**src/rtl/ins_mem_arbiter_if.sv**
```systemverilog
// Bus between the four cores, the instruction-memory arbiter and ram_instruction.
// The arbiter connects through the slave modport; the cores plus memory sit on master.
interface ins_mem_arbiter_if #(
   parameter int ADDR_W = 16,
   parameter int INS_W  = 16
);
   logic [3:0]        req;
   logic [ADDR_W-1:0] addr1;
   logic [ADDR_W-1:0] addr2;
   logic [ADDR_W-1:0] addr3;
   logic [ADDR_W-1:0] addr4;
   logic [3:0]        ack;
   logic [INS_W-1:0]  ins_out;
   logic [3:0]        grant;
   logic              busy;
   logic [ADDR_W-1:0] mem_addr;
   logic              mem_read;
   logic [INS_W-1:0]  mem_data;

   modport slave (
      input  req, addr1, addr2, addr3, addr4, mem_data,
      output ack, ins_out, grant, busy, mem_addr, mem_read
   );

   modport master (
      output req, addr1, addr2, addr3, addr4, mem_data,
      input  ack, ins_out, grant, busy, mem_addr, mem_read
   );
endinterface

```
**src/rtl/ins_mem_arbiter.sv**
```systemverilog
// Registered request/ack arbiter sharing the single-ported instruction memory
// between four cores. Default build is round-robin; defining
// INSARB_FIXED_PRIO_EN selects fixed priority core1 > core2 > core3 > core4.
// Transaction: IDLE (arbitrate) -> ISSUE (1-cycle read strobe) ->
// WAIT (RD_LAT cycles) -> RESP (1-cycle ack pulse).
module ins_mem_arbiter #(
   parameter int ADDR_W = 16,
   parameter int INS_W  = 16,
   parameter int RD_LAT = 1
)(
   input  logic             clk,
   input  logic             rst_n,
   ins_mem_arbiter_if.slave bus
);

   if (RD_LAT < 1 || RD_LAT > 3) begin : g_bad_lat
      $error("ins_mem_arbiter: RD_LAT=%0d outside legal range 1..3", RD_LAT);
   end

   typedef enum logic [1:0] {IDLE, ISSUE, WAIT, RESP} state_t;

   state_t            state, state_nx;
   logic [1:0]        win;       // arbitration winner this cycle
   logic [1:0]        win_q;     // owner of the transaction in flight
   logic [ADDR_W-1:0] addr_sel;
   logic [ADDR_W-1:0] addr_q;    // address frozen at grant
   logic [INS_W-1:0]  ins_q;
   logic [1:0]        cnt;
   logic              any_req;
   logic [3:0]        owner_oh;

   assign any_req  = |bus.req;
   assign owner_oh = 4'b0001 << win_q;

`ifdef INSARB_FIXED_PRIO_EN
   // Fixed priority: lowest-numbered requesting core wins
   always_comb begin
      win = 2'd0;
      for (int i = 3; i >= 0; i--)
         if (bus.req[i]) win = 2'(i);
   end
`else
   logic [1:0] last;
   logic [1:0] rr_idx;
   logic       rr_found;

   // Round-robin: first requester found scanning upward from last+1
   always_comb begin
      win      = last;
      rr_idx   = last;
      rr_found = 1'b0;
      for (int i = 1; i <= 4; i++) begin
         rr_idx = last + 2'(i);
         if (!rr_found && bus.req[rr_idx]) begin
            win      = rr_idx;
            rr_found = 1'b1;
         end
      end
   end

   // Pointer advances only when a grant is actually taken
   always_ff @(posedge clk or negedge rst_n) begin
      if (!rst_n)                       last <= 2'd3;
      else if (state == IDLE && any_req) last <= win;
   end
`endif

   // Select the winner's address for latching at grant
   always_comb begin
      case (win)
         2'd0:    addr_sel = bus.addr1;
         2'd1:    addr_sel = bus.addr2;
         2'd2:    addr_sel = bus.addr3;
         default: addr_sel = bus.addr4;
      endcase
   end

   // State register
   always_ff @(posedge clk or negedge rst_n) begin
      if (!rst_n) state <= IDLE;
      else        state <= state_nx;
   end

   // Next-state logic
   always_comb begin
      state_nx = state;
      case (state)
         IDLE:    if (any_req) state_nx = ISSUE;
         ISSUE:   state_nx = WAIT;
         WAIT:    if (cnt == 2'd0) state_nx = RESP;
         default: state_nx = IDLE;
      endcase
   end

   // Transaction datapath: latch owner/address at grant, count latency, capture data
   always_ff @(posedge clk or negedge rst_n) begin
      if (!rst_n) begin
         win_q  <= 2'd0;
         addr_q <= '0;
         ins_q  <= '0;
         cnt    <= 2'd0;
      end else begin
         if (state == IDLE && any_req) begin
            win_q  <= win;
            addr_q <= addr_sel;
         end
         if (state == ISSUE) cnt <= 2'(RD_LAT - 1);
         if (state == WAIT) begin
            if (cnt == 2'd0) ins_q <= bus.mem_data;
            else             cnt   <= cnt - 2'd1;
         end
      end
   end

   // mem_addr simply holds the latched address, so it keeps its value after ISSUE
   assign bus.mem_addr = addr_q;
   assign bus.ins_out  = ins_q;

   // Output decode from state
   always_comb begin
      bus.busy     = (state != IDLE);
      bus.mem_read = (state == ISSUE);
      bus.grant    = (state != IDLE) ? owner_oh : 4'b0000;
      bus.ack      = (state == RESP) ? owner_oh : 4'b0000;
   end

endmodule
```
**src/flat_wrapper.sv**
```systemverilog
// flat-port wrapper written by rule: the top's interface ports become plain ports
module ins_mem_arbiter_flat 
#(
   parameter int ADDR_W = 16,
   parameter int INS_W  = 16,
   parameter int RD_LAT = 1
)
  (clk, rst_n, bus_req, bus_addr1, bus_addr2, bus_addr3, bus_addr4, bus_mem_data, bus_ack, bus_ins_out, bus_grant, bus_busy, bus_mem_addr, bus_mem_read);
  ins_mem_arbiter_if #(.ADDR_W(ADDR_W), .INS_W(INS_W)) bus_i ();
  input  logic clk;
  input  logic rst_n;
  input wire logic [$bits(bus_i.req)-1:0] bus_req;
  input wire logic [$bits(bus_i.addr1)-1:0] bus_addr1;
  input wire logic [$bits(bus_i.addr2)-1:0] bus_addr2;
  input wire logic [$bits(bus_i.addr3)-1:0] bus_addr3;
  input wire logic [$bits(bus_i.addr4)-1:0] bus_addr4;
  input wire logic [$bits(bus_i.mem_data)-1:0] bus_mem_data;
  output wire logic [$bits(bus_i.ack)-1:0] bus_ack;
  output wire logic [$bits(bus_i.ins_out)-1:0] bus_ins_out;
  output wire logic [$bits(bus_i.grant)-1:0] bus_grant;
  output wire logic [$bits(bus_i.busy)-1:0] bus_busy;
  output wire logic [$bits(bus_i.mem_addr)-1:0] bus_mem_addr;
  output wire logic [$bits(bus_i.mem_read)-1:0] bus_mem_read;
  assign bus_i.req = bus_req;
  assign bus_i.addr1 = bus_addr1;
  assign bus_i.addr2 = bus_addr2;
  assign bus_i.addr3 = bus_addr3;
  assign bus_i.addr4 = bus_addr4;
  assign bus_i.mem_data = bus_mem_data;
  assign bus_ack = bus_i.ack;
  assign bus_ins_out = bus_i.ins_out;
  assign bus_grant = bus_i.grant;
  assign bus_busy = bus_i.busy;
  assign bus_mem_addr = bus_i.mem_addr;
  assign bus_mem_read = bus_i.mem_read;
  ins_mem_arbiter #(.ADDR_W(ADDR_W), .INS_W(INS_W), .RD_LAT(RD_LAT)) u_core (.clk(clk), .rst_n(rst_n), .bus(bus_i));
endmodule
```
**config.mk**
```make
export PLATFORM = sky130hd
export DESIGN_NAME = ins_mem_arbiter_flat
export DESIGN_NICKNAME = d
export VERILOG_FILES = /design/src/rtl/ins_mem_arbiter_if.sv /design/src/rtl/ins_mem_arbiter.sv /design/src/flat_wrapper.sv
export SDC_FILE = /design/constraint.sdc
export NUM_CORES = 1
export LEC_CHECK = 0
export CAP_MARGIN = 5
export CORE_UTILIZATION = 39
export DETAILED_ROUTE_END_ITERATION = 8
export PLACE_DENSITY = 0.82
export SKIP_CTS_REPAIR_TIMING = 1
export SYNTH_ARGS = -nofsm -noshare
export SYNTH_HDL_FRONTEND = slang
export SYNTH_SLANG_ARGS = --single-unit
```
**constraint.sdc**
```tcl
create_clock -name clk -period 2.3 [get_ports clk]
set_input_delay 0.345 -clock clk [delete_from_list [all_inputs] [get_ports clk]]
set_output_delay 0.345 -clock clk [all_outputs]
set_load 0.01 [all_outputs]
```
==> results.py, run 1 <==
metrics = {
    "global_route": {
        "grt_pass1_vias": 2068,
        "grt_pass1_wl_mm": 9.85,
        "track_usage_pct": 20.6,
        "grt_max_degree": 34,
        "grt_overflow_total": 0,
        "antenna_found_initial": 0,
    },
    "layout": {
        "stdcell_area_mm2": 0.00373,
        "final_cells": 394,
        "layout.nets": 412,
        "diodes": 0,
        "area_delta_synth_final_pct": 65.4,
        "drive_above_1_share_pct": 14.3,
        "nFillCells": 454,
    },
    "critical_path": {
        "worstPathArrival_ns": 1.81,
        "end_kind": "output pin",
        "critPathLaunchType": "register",
        "max_stage_delay_ns": 0.57,
        "critical_path_class": "register to output pin",
        "reg2reg_from": "u_core.last[0]$_DFFE_PN1P_",
        "r2r_setup_slack_ns": 0.41,
        "cp_slowest_cell": "clkdlybuf4s50_1",
        "path_cells": "inv_1 -> ha_2 -> nor3b_1 -> clkdlybuf4s50_1",
        "required_ns": 1.96,
        "worstPathMaxFanout": 7,
        "reg2reg_depth": 6,
        "timing.rr.end": "u_core.bus.mem_addr[12]$_DFFE_PN0P_",
    },
    "route": {
        "vias": 2027,
        "detail-route-antenna-nets": 0,
        "route.detailed.drc": 0,
        "routed_wirelength_mm": 6.26,
        "drtIter0Drc": 71,
        "viasPerCell": 5.14,
        "drtPass1Iterations": 6,
        "wl_per_cell_um": 15.9,
    },
    "timing": {
        "setup_tns_ns": 0,
        "worst_pin_slew_ns": 0.424,
        "skew_ns": 0.00659,
        "finalHoldViolations": 0,
        "setup_viol": 0,
        "worst_slack_ns": 0.143,
        "slew_violations": 0,
        "timing.final.crit_period_ns": 2.16,
        "finalCritPeriodShare_pct": 93.8,
        "max_slew_margin_pct": 71.7,
        "rsz0062_at_grt": "no",
        "fmax_ghz": 0.464,
    },
    "synthesis": {
        "ys_seq_area_share_pct": 44.5,
        "synth_top_area_share_pct": 42.1,
        "synth_fa_ha_area_share_pct": 2.77,
        "synthMuxAreaShare_pct": 22.2,
        "yosys-top-cells-area": "dfrtp_1 (42%), mux2i_1 (14%), o221ai_2 (6.7%), mux2_2 (4.5%), nand2_1 (4.2%)",
        "synth_enable_flop_cells": 0,
        "yosysTopAreaCell": "dfrtp_1",
        "syn_nets": 281,
        "yosys.area_share.simple_pct": 10.9,
        "syn_inst": 190,
        "dominantRegCellSynth": "dfrtp_1",
        "synth_top_family_by_area": "multiplexers",
        "syn_area_mm2": 0.00226,
        "ys_types": 35,
        "synth_xor_area_share_pct": 0,
        "yosysWarnings": 0,
        "ys_ff_latch": 40,
        "syn_area_per_cell_um2": 11.9,
        "synth_async_sr_flop_share_pct": 100,
        "synth_compound_area_share_pct": 13.6,
    },
    "clock_network": {
        "cts_tree": "done",
        "cts_sinks": 40,
        "cts_max_level": 2,
        "clock_latency_ns": 0.29,
        "cts_inserted_buffers": 5,
        "clockBufferDepth": 2,
        "clock-root-buffer": "clkbuf_8",
        "clkTransAtPathRegs_ns": 0.08,
    },
    "min_path": {
        "min_path_type": "input port to asynchronous set/reset pin",
    },
    "floorplan": {
        "rows": 27,
        "die_y_um": 78.1,
        "dieArea_mm2": 0.00610,
        "core_area_mm2": 0.00554,
        "die_w_um": 78.1,
        "start_util_pct": 40.7,
        "top_level_ports": 128,
    },
    "placed_design": {
        "hpwlAfterDp_mm": 4.77,
        "portBuffers": 127,
        "postPlaceCellArea_mm2": 0.00361,
        "finalWeightedCongestion": 0.708,
        "place_ws_ns": 0.122,
        "placed_cells": 385,
    },
    "power_and_ir_drop": {
        "p_leak_nw": 1.59,
        "power_density_mw_per_mm2": 1220,
        "irDropWorstVdd_mv": 0.559,
    },
    "run": {
        "drv_cap": 0,
    },
    "outcome": {
        "status": "finished clean",
    },
}
-- power by group --
part           switching, mW  internal [mW]
clock network          0.254          0.321
registers              0.230           1.07
logic                   1.17           1.52
-- cell type report --
cell class	instances	area (um^2)	share of cell area (%)
repair buffers	136	1390	37.1
clock buffers	5	68.8	1.84
multi-input cells	134	1120	30.1
well taps	72	90.1	2.41
clock inverters	3	42.5	1.14
inverters	4	15.0	0.402
flip-flops and latches	40	1000	26.9
-- cell families (layout without fill, tap and decap cells) --
| family | count (synthesis) | count (layout) |
|---|---|---|
| simple gates | 48 | 48 |
| fa+ha+maj | 5 | 5 |
| flops | 40 | 40 |
| buf+inv | 16 | 148 |
| compound gates | 33 | 33 |
| mux | 48 | 48 |
-- registers in the layout, summed over array words and instances (netlist names) --
signal	flops
u_core.state	2
u_core.cnt	2
u_core.bus.mem_addr	16
u_core.win_q	2
u_core.bus.ins_out	16
u_core.last	2
-- layer usage --
layer / vias up / global-route usage (%) / part of all wire (%)
met5: - / 0 / 0
met4: 0 / 5.19 / 1.1
li1: 955 / - / -
met2: 96 / 33.9 / 48
met3: 6 / 7.33 / 10
met1: 970 / 25.7 / 41
-- synth_stat cells (4+ instances only) --
library cell   n
o221ai_2      10
mux2_2         9
mux2i_1       32
o21ai_0        4
nand2_1       25
nor3b_1        4
dfrtp_1       38
mux2_1         7
nor2_1         4
a21oi_1        6
o221ai_1       6
nand2b_1       5
ha_1           5
-- how the worst max path moves through the flow --
stage                     slack, ns                         from                                   to
after detailed placement       0.12                   bus_req[3]  u_core.bus.mem_addr[12]$_DFFE_PN0P_
after global routing           0.01  u_core.state[0]$_DFFE_PN0P_                         bus_grant[1]
after CTS                      0.01  u_core.state[0]$_DFFE_PN0P_                         bus_grant[3]
final                          0.14  u_core.state[0]$_DFFE_PN0P_                         bus_grant[1]
after floorplan                0.50  u_core.state[0]$_DFFE_PN0P_   u_core.bus.ins_out[13]$_DFFE_PN0P_
after global placement         0.15                   bus_req[2]  u_core.bus.mem_addr[15]$_DFFE_PN0P_
-- worst max-delay path, delay by kind of cell (launching register included) --
family,cells,cell delay (ns)
adders and majority gates,1,0.24
DFF,1,0.42
buffers and inverters,2,0.65
and+or+nand+nor,1,0.20
-- cells in the final DEF, fill, tap and decap left out, drive strengths merged --
cell / synthesis / routed
o211ai: 1 / 1
dfrtp: 38 / 38
o221ai: 16 / 16
nor3: 2 / 2
buf: 10 / 9
mux2i: 32 / 32
nor2b: 1 / 1
clkbuf: 2 / 5
bufinv: 0 / 1
nor3b: 5 / 5
nor2: 5 / 5
mux2: 16 / 16
clkdlybuf4s50: 0 / 126
o21ai: 6 / 6
o21a: 2 / 2
clkinv: 0 / 1
a211oi: 1 / 1
nand2b: 5 / 5
dlygate4sd3: 0 / 1
and3b: 1 / 1
nand2: 26 / 26
dfstp: 2 / 2
inv: 4 / 4
ha: 5 / 5
clkinvlp: 0 / 1
a21oi: 6 / 6
o41ai: 1 / 1
nor4: 1 / 1
and3: 2 / 2
-- metrics by stage --
stage / hold slack (ns) / power [mW] / utilization [%]
floorplan: 0.0494 / 2.90 / -
global placement: 0.199 / 3.94 / 65.1
detailed placement: 0.203 / 4.01 / 65.1
CTS: -0.118 / 4.61 / 67.1
global route: 0.440 / 4.87 / 67.4
finish: 0.430 / 4.56 / 67.4
Note: power is estimated with default switching activity, not from simulation.
==> inputs of run 2 (changes only) <==
--- a/config.mk
+++ b/config.mk
@@ -6,9 +6,10 @@
 export NUM_CORES = 1
 export LEC_CHECK = 0
 export CAP_MARGIN = 5
-export CORE_UTILIZATION = 39
+export CORE_UTILIZATION = 35
 export DETAILED_ROUTE_END_ITERATION = 8
-export PLACE_DENSITY = 0.82
+export GPL_TIMING_DRIVEN = 0
+export PLACE_DENSITY = 0.77
 export SKIP_CTS_REPAIR_TIMING = 1
 export SYNTH_ARGS = -nofsm -noshare
 export SYNTH_HDL_FRONTEND = slang
==> constraint.sdc (replaced) <==
create_clock -name clk -period 1.9 [get_ports clk]
set_input_delay 0.285 -clock clk [delete_from_list [all_inputs] [get_ports clk]]
set_output_delay 0.285 -clock clk [all_outputs]
set_load 0.01 [all_outputs]
==> results.py, run 2 (synthesis results as in run 1) <==
metrics = {
    "global_route": {
        "grt_pass1_vias": 1879,
        "track_usage_pct": 17.4,
        "grt_overflow_total": 0,
        "antenna_found_initial": 0,
        "grt_pass1_wl_mm": 8.73,
        "grt_max_degree": 39,
    },
    "critical_path": {
        "cp_slowest_cell": "dfrtp_2",
        "critical_path_class": "register to register",
        "cp_top_family": "flip-flops",
        "required_ns": 2.08,
        "max_stage_delay_ns": 0.46,
        "end_kind": "register",
        "worstPathMaxFanout": 6,
        "path_buf_inv": 3,
        "worstPathArrival_ns": 2.02,
        "path_cells": "inv_2 -> ha_2 -> nor3b_4 -> buf_4 -> buf_4 -> mux2_2",
        "critPathLaunchType": "register",
        "crit_top_cell": "buf_4",
    },
    "timing": {
        "worst_pin_slew_ns": 0.417,
        "setup_viol": 0,
        "slew_violations": 0,
        "timing.final.crit_period_ns": 1.85,
        "fmax_ghz": 0.542,
        "skew_ns": 0.00424,
        "finalHoldWorstSlack_ns": 0.315,
        "finalCritPeriodShare_pct": 97.1,
        "max_slew_margin_pct": 72.0,
        "finalHoldViolations": 0,
    },
    "clock_network": {
        "cts_sinks": 40,
        "clock-root-buffer": "clkbuf_8",
        "clkTransAtPathRegs_ns": 0.08,
        "cts_inserted_buffers": 5,
        "cts_max_level": 2,
        "clock_latency_ns": 0.29,
        "clockBufferDepth": 2,
        "cts_tree": "done",
    },
    "layout": {
        "layout.nets": 428,
        "final_cells": 413,
        "area_delta_synth_final_pct": 77.5,
        "fin_util_pct": 66.1,
        "layout_commonest_cell": "clkdlybuf4s50_1",
        "diodes": 0,
        "drive_above_1_share_pct": 20.7,
        "most-common-layout-cells": "clkdlybuf4s50_1 (116), dfrtp_1 (37), mux2i_1 (28)",
    },
    "placed_design": {
        "placed_cells": 393,
        "hpwlAfterDp_mm": 4.64,
        "portBuffers": 127,
        "finalWeightedCongestion": 0.770,
    },
    "floorplan": {
        "top_level_ports": 128,
        "dieArea_mm2": 0.00677,
        "rows": 28,
        "die_w_um": 82.3,
        "die_y_um": 82.3,
        "core_area_mm2": 0.00606,
        "start_util_pct": 37.2,
    },
    "route": {
        "wl_per_cell_um": 15.4,
        "viasPerCell": 4.96,
        "top_layer_used": "met4",
        "route.detailed.drc": 0,
        "met1_length_mm": 2.46,
        "vias": 2048,
        "routed_wirelength_mm": 6.36,
        "detail-route-antenna-nets": 0,
        "route.met3.wl_um": 775,
        "route.met2.wl_mm": 3.02,
        "drtIter0Drc": 40,
        "drtPass1Iterations": 4,
    },
    "power_and_ir_drop": {
        "p_leak_nw": 1.84,
        "irDropWorstVdd_mv": 0.903,
        "power_density_mw_per_mm2": 1550,
    },
    "outcome": {
        "status": "finished clean",
    },
    "min_path": {
        "min_path_type": "input port to asynchronous set/reset pin",
    },
    "run": {
        "drv_cap": 0,
    },
}
-- run 2: changes by cell type in the layout (fill, tap and decap cells not counted), sizes merged --
cell	change
buf	+16
clkdlybuf4s50	-10
dlymetal6s2s	+10
bufinv	+2
clkinv	-1
clkinvlp	-1
-- run 2: metrics by stage --
stage	area, um^2	setup slack, ns	setup TNS [ns]	power (mW)
6_report	4010	0.0543	0	6.20
5_1_grt	4010	-0.0219	-0.0523	6.59
4_1_cts	3800	-0.335	-3.36	5.94
3_5_place_dp	3640	-0.268	-5.41	4.95
3_3_place_gp	3620	-0.480	-23.80	4.87
2_1_floorplan	2260	0.0957	0	3.51
-- run 2: worst paths after layout --
kind / start / endpoint / slack [ns] / cells past startpoint
worst max-delay path: u_core.state[0]$_DFFE_PN0P_ / u_core.bus.ins_out[1]$_DFFE_PN0P_ / 0.05 / 6
worst min-delay path: rst_n / u_core.state[1]$_DFFE_PN0P_ / 0.32 / 2
worst max register to register: u_core.state[0]$_DFFE_PN0P_ / u_core.bus.ins_out[1]$_DFFE_PN0P_ / 0.05 / 6
worst min register to register: u_core.bus.mem_addr[12]$_DFFE_PN0P_ / u_core.bus.mem_addr[12]$_DFFE_PN0P_ / 0.49 / 2
max in group asynchronous: rst_n / u_core.last[1]$_DFFE_PN1P_ / 1.13 / 3
min in group clk: u_core.bus.mem_addr[12]$_DFFE_PN0P_ / u_core.bus.mem_addr[12]$_DFFE_PN0P_ / 0.49 / 2
-- run 2: power breakdown --
group	switching, mW	internal (mW)
sequential	0.277	1.29
combinational	1.55	2.12
clock	0.303	0.657
-- run 2: cell type report --
cell class,count,area (um^2)
multi-input combinational,134,1190
clock buffer,5,68.8
inverter,4,15.0
tap,75,93.8
fill,479,2050
timing repair buffer,142,1420
sequential,40,1000
buffer,10,120
clock inverter,3,90.1
-- run 2: metal layers --
metal	track usage, %	up-vias
met5	0	-
met4	4.21	0
met3	7.47	10
met2	30.2	93
met1	19.6	958
li1	-	987
==> inputs of run 3 (changes only) <==
--- a/config.mk
+++ b/config.mk
@@ -11,6 +11,7 @@
 export GPL_TIMING_DRIVEN = 0
 export PLACE_DENSITY = 0.77
 export SKIP_CTS_REPAIR_TIMING = 1
+export SLEW_MARGIN = 20
 export SYNTH_ARGS = -nofsm -noshare
 export SYNTH_HDL_FRONTEND = slang
 export SYNTH_SLANG_ARGS = --single-unit
==> results.py, run 3 (synthesis results as in run 1) <==
metrics = {
    "layout": {
        "layout.nets": 423,
        "fin_util_pct": 65.0,
        "diodes": 0,
        "area_delta_synth_final_pct": 74.7,
        "most-common-layout-cells": "clkdlybuf4s50_1 (115), dfrtp_1 (37), mux2i_1 (26)",
        "stdcell_area_mm2": 0.00394,
        "layout_commonest_cell": "clkdlybuf4s50_1",
        "drive_above_1_share_pct": 19.5,
    },
    "timing": {
        "fmax_ghz": 0.546,
        "worst_pin_slew_ns": 0.522,
        "finalHoldViolations": 0,
        "skew_ns": 0.00789,
        "setup_viol": 0,
        "finalHoldWorstSlack_ns": 0.487,
        "finalCritPeriodShare_pct": 96.5,
        "max_slew_margin_pct": 65.2,
        "slew_violations": 0,
        "timing.final.crit_period_ns": 1.83,
        "worst_slack_ns": 0.0673,
    },
    "route": {
        "detail-route-antenna-nets": 0,
        "routed_wirelength_mm": 6.29,
        "vias": 2053,
        "wl_per_cell_um": 15.4,
        "viasPerCell": 5.03,
        "drtIter0Drc": 44,
        "drtPass1Iterations": 4,
        "route.detailed.drc": 0,
    },
    "clock_network": {
        "cts_max_level": 2,
        "clkTransAtPathRegs_ns": 0.08,
        "clock-root-buffer": "clkbuf_8",
        "cts_tree": "done",
        "clockBufferDepth": 2,
        "cts_inserted_buffers": 5,
        "cts_sinks": 40,
        "clock_latency_ns": 0.29,
    },
    "global_route": {
        "grt_pass1_wl_mm": 8.94,
        "track_usage_pct": 17.9,
        "grt_pass1_vias": 1930,
        "antenna_found_initial": 0,
        "grt_overflow_total": 0,
        "grt_max_degree": 22,
    },
    "critical_path": {
        "required_ns": 2.07,
        "critPathLaunchType": "register",
        "critical_path_class": "register to register",
        "worstPathArrival_ns": 2.00,
        "end_kind": "register",
        "worstPathMaxFanout": 10,
    },
    "outcome": {
        "status": "finished clean",
    },
    "floorplan": {
        "core_area_mm2": 0.00606,
        "die_w_um": 82.3,
        "rows": 28,
        "dieArea_mm2": 0.00677,
        "start_util_pct": 37.2,
        "top_level_ports": 128,
        "die_y_um": 82.3,
    },
    "power_and_ir_drop": {
        "irDropWorstVdd_mv": 0.867,
        "power.switching_mw": 2.10,
        "power_density_mw_per_mm2": 1480,
        "pwr-share-clk_pct": 11.7,
        "combPwrFrac_pct": 61.4,
        "switching_share_pct": 35.9,
        "p_int_mw": 3.75,
        "p_leak_nw": 1.80,
        "pwr-share-seq_pct": 26.9,
    },
    "placed_design": {
        "finalWeightedCongestion": 0.770,
        "portBuffers": 127,
        "hpwlAfterDp_mm": 4.81,
        "postPlaceCellArea_mm2": 0.00364,
        "place_ws_ns": -0.266,
    },
    "run": {
        "drv_cap": 0,
    },
    "min_path": {
        "min_path_type": "input port to asynchronous set/reset pin",
    },
}
==> run 3: cell types whose count changed in the layout (fill, tap and decap cells not counted), moves of 2 or more <==
cell	delta
bufinv_16	-2
buf_4	-5
inv_1	+2
mux2i_1	-2
inv_2	-2
==> run 3: worst paths after layout <==
kind | from | endpoint | slack, ns | cells after the start
setup reg to reg | u_core.state[0]$_DFFE_PN0P_ | u_core.bus.ins_out[4]$_DFFE_PN0P_ | 0.07 | 5
setup / recovery | u_core.state[0]$_DFFE_PN0P_ | u_core.bus.ins_out[4]$_DFFE_PN0P_ | 0.07 | 5
hold / removal | rst_n | u_core.state[1]$_DFFE_PN0P_ | 0.49 | 2
max in group asynchronous | rst_n | u_core.bus.mem_addr[15]$_DFFE_PN0P_ | 0.93 | 3
hold reg to reg | u_core.bus.mem_addr[5]$_DFFE_PN0P_ | u_core.bus.mem_addr[5]$_DFFE_PN0P_ | 0.49 | 2
min in group clk | u_core.bus.mem_addr[5]$_DFFE_PN0P_ | u_core.bus.mem_addr[5]$_DFFE_PN0P_ | 0.49 | 2
==> run 3: through the flow <==
step	total power [mW]	TNS, ns	instances
floorplan	3.51	0	190
global placement	4.87	-23.80	392
detailed placement	4.96	-5.86	393
CTS	5.67	-3.91	401
global route	6.24	-0.133	408
finish	5.85	0	408
==> run 3: area by class of cell <==
| class | instances | area, um^2 |
|---|---|---|
| plain buffers | 10 | 125 |
| inverters | 4 | 15.0 |
| flip-flops and latches | 40 | 1000 |
| multi-input cells | 134 | 1200 |
| clock inverters | 3 | 42.5 |
| clock buffers | 5 | 68.8 |
| well taps | 75 | 93.8 |
| fillers | 489 | 2120 |
| repair buffers | 137 | 1390 |
==> run 3: per-layer routing <==
| metal | share of wire (%) | vias up | wire (um) | global-route usage, % |
|---|---|---|---|---|
| met2 | 49 | 92 | 3100 | 31.6 |
| met3 | 12 | 6 | 762 | 7.91 |
| met1 | 38 | 979 | 2380 | 19.5 |
| li1 | - | 976 | - | - |
| met4 | 0.70 | 0 | 44 | 4.39 |
| met5 | 0 | - | 0 | 0 |
==> run 3: power groups by stage <==
| stage | Sequential, mW | Clock, mW | Combinational, mW |
|---|---|---|---|
| floorplan | 1.67 | 0 | 1.84 |
| global placement | 1.50 | 0 | 3.36 |
| detailed placement | 1.53 | 0 | 3.42 |
| CTS | 1.52 | 0.707 | 3.44 |
| global route | 1.63 | 0.731 | 3.88 |
| finish | 1.57 | 0.685 | 3.59 |
==> run 3: critical path: stages (launching register included) <==
cell and delay [ns]:
dfrtp_2 0.47, inv_1 0.11, ha_2 0.24, nor3b_4 0.35
buf_6 0.20, mux2_1 0.34
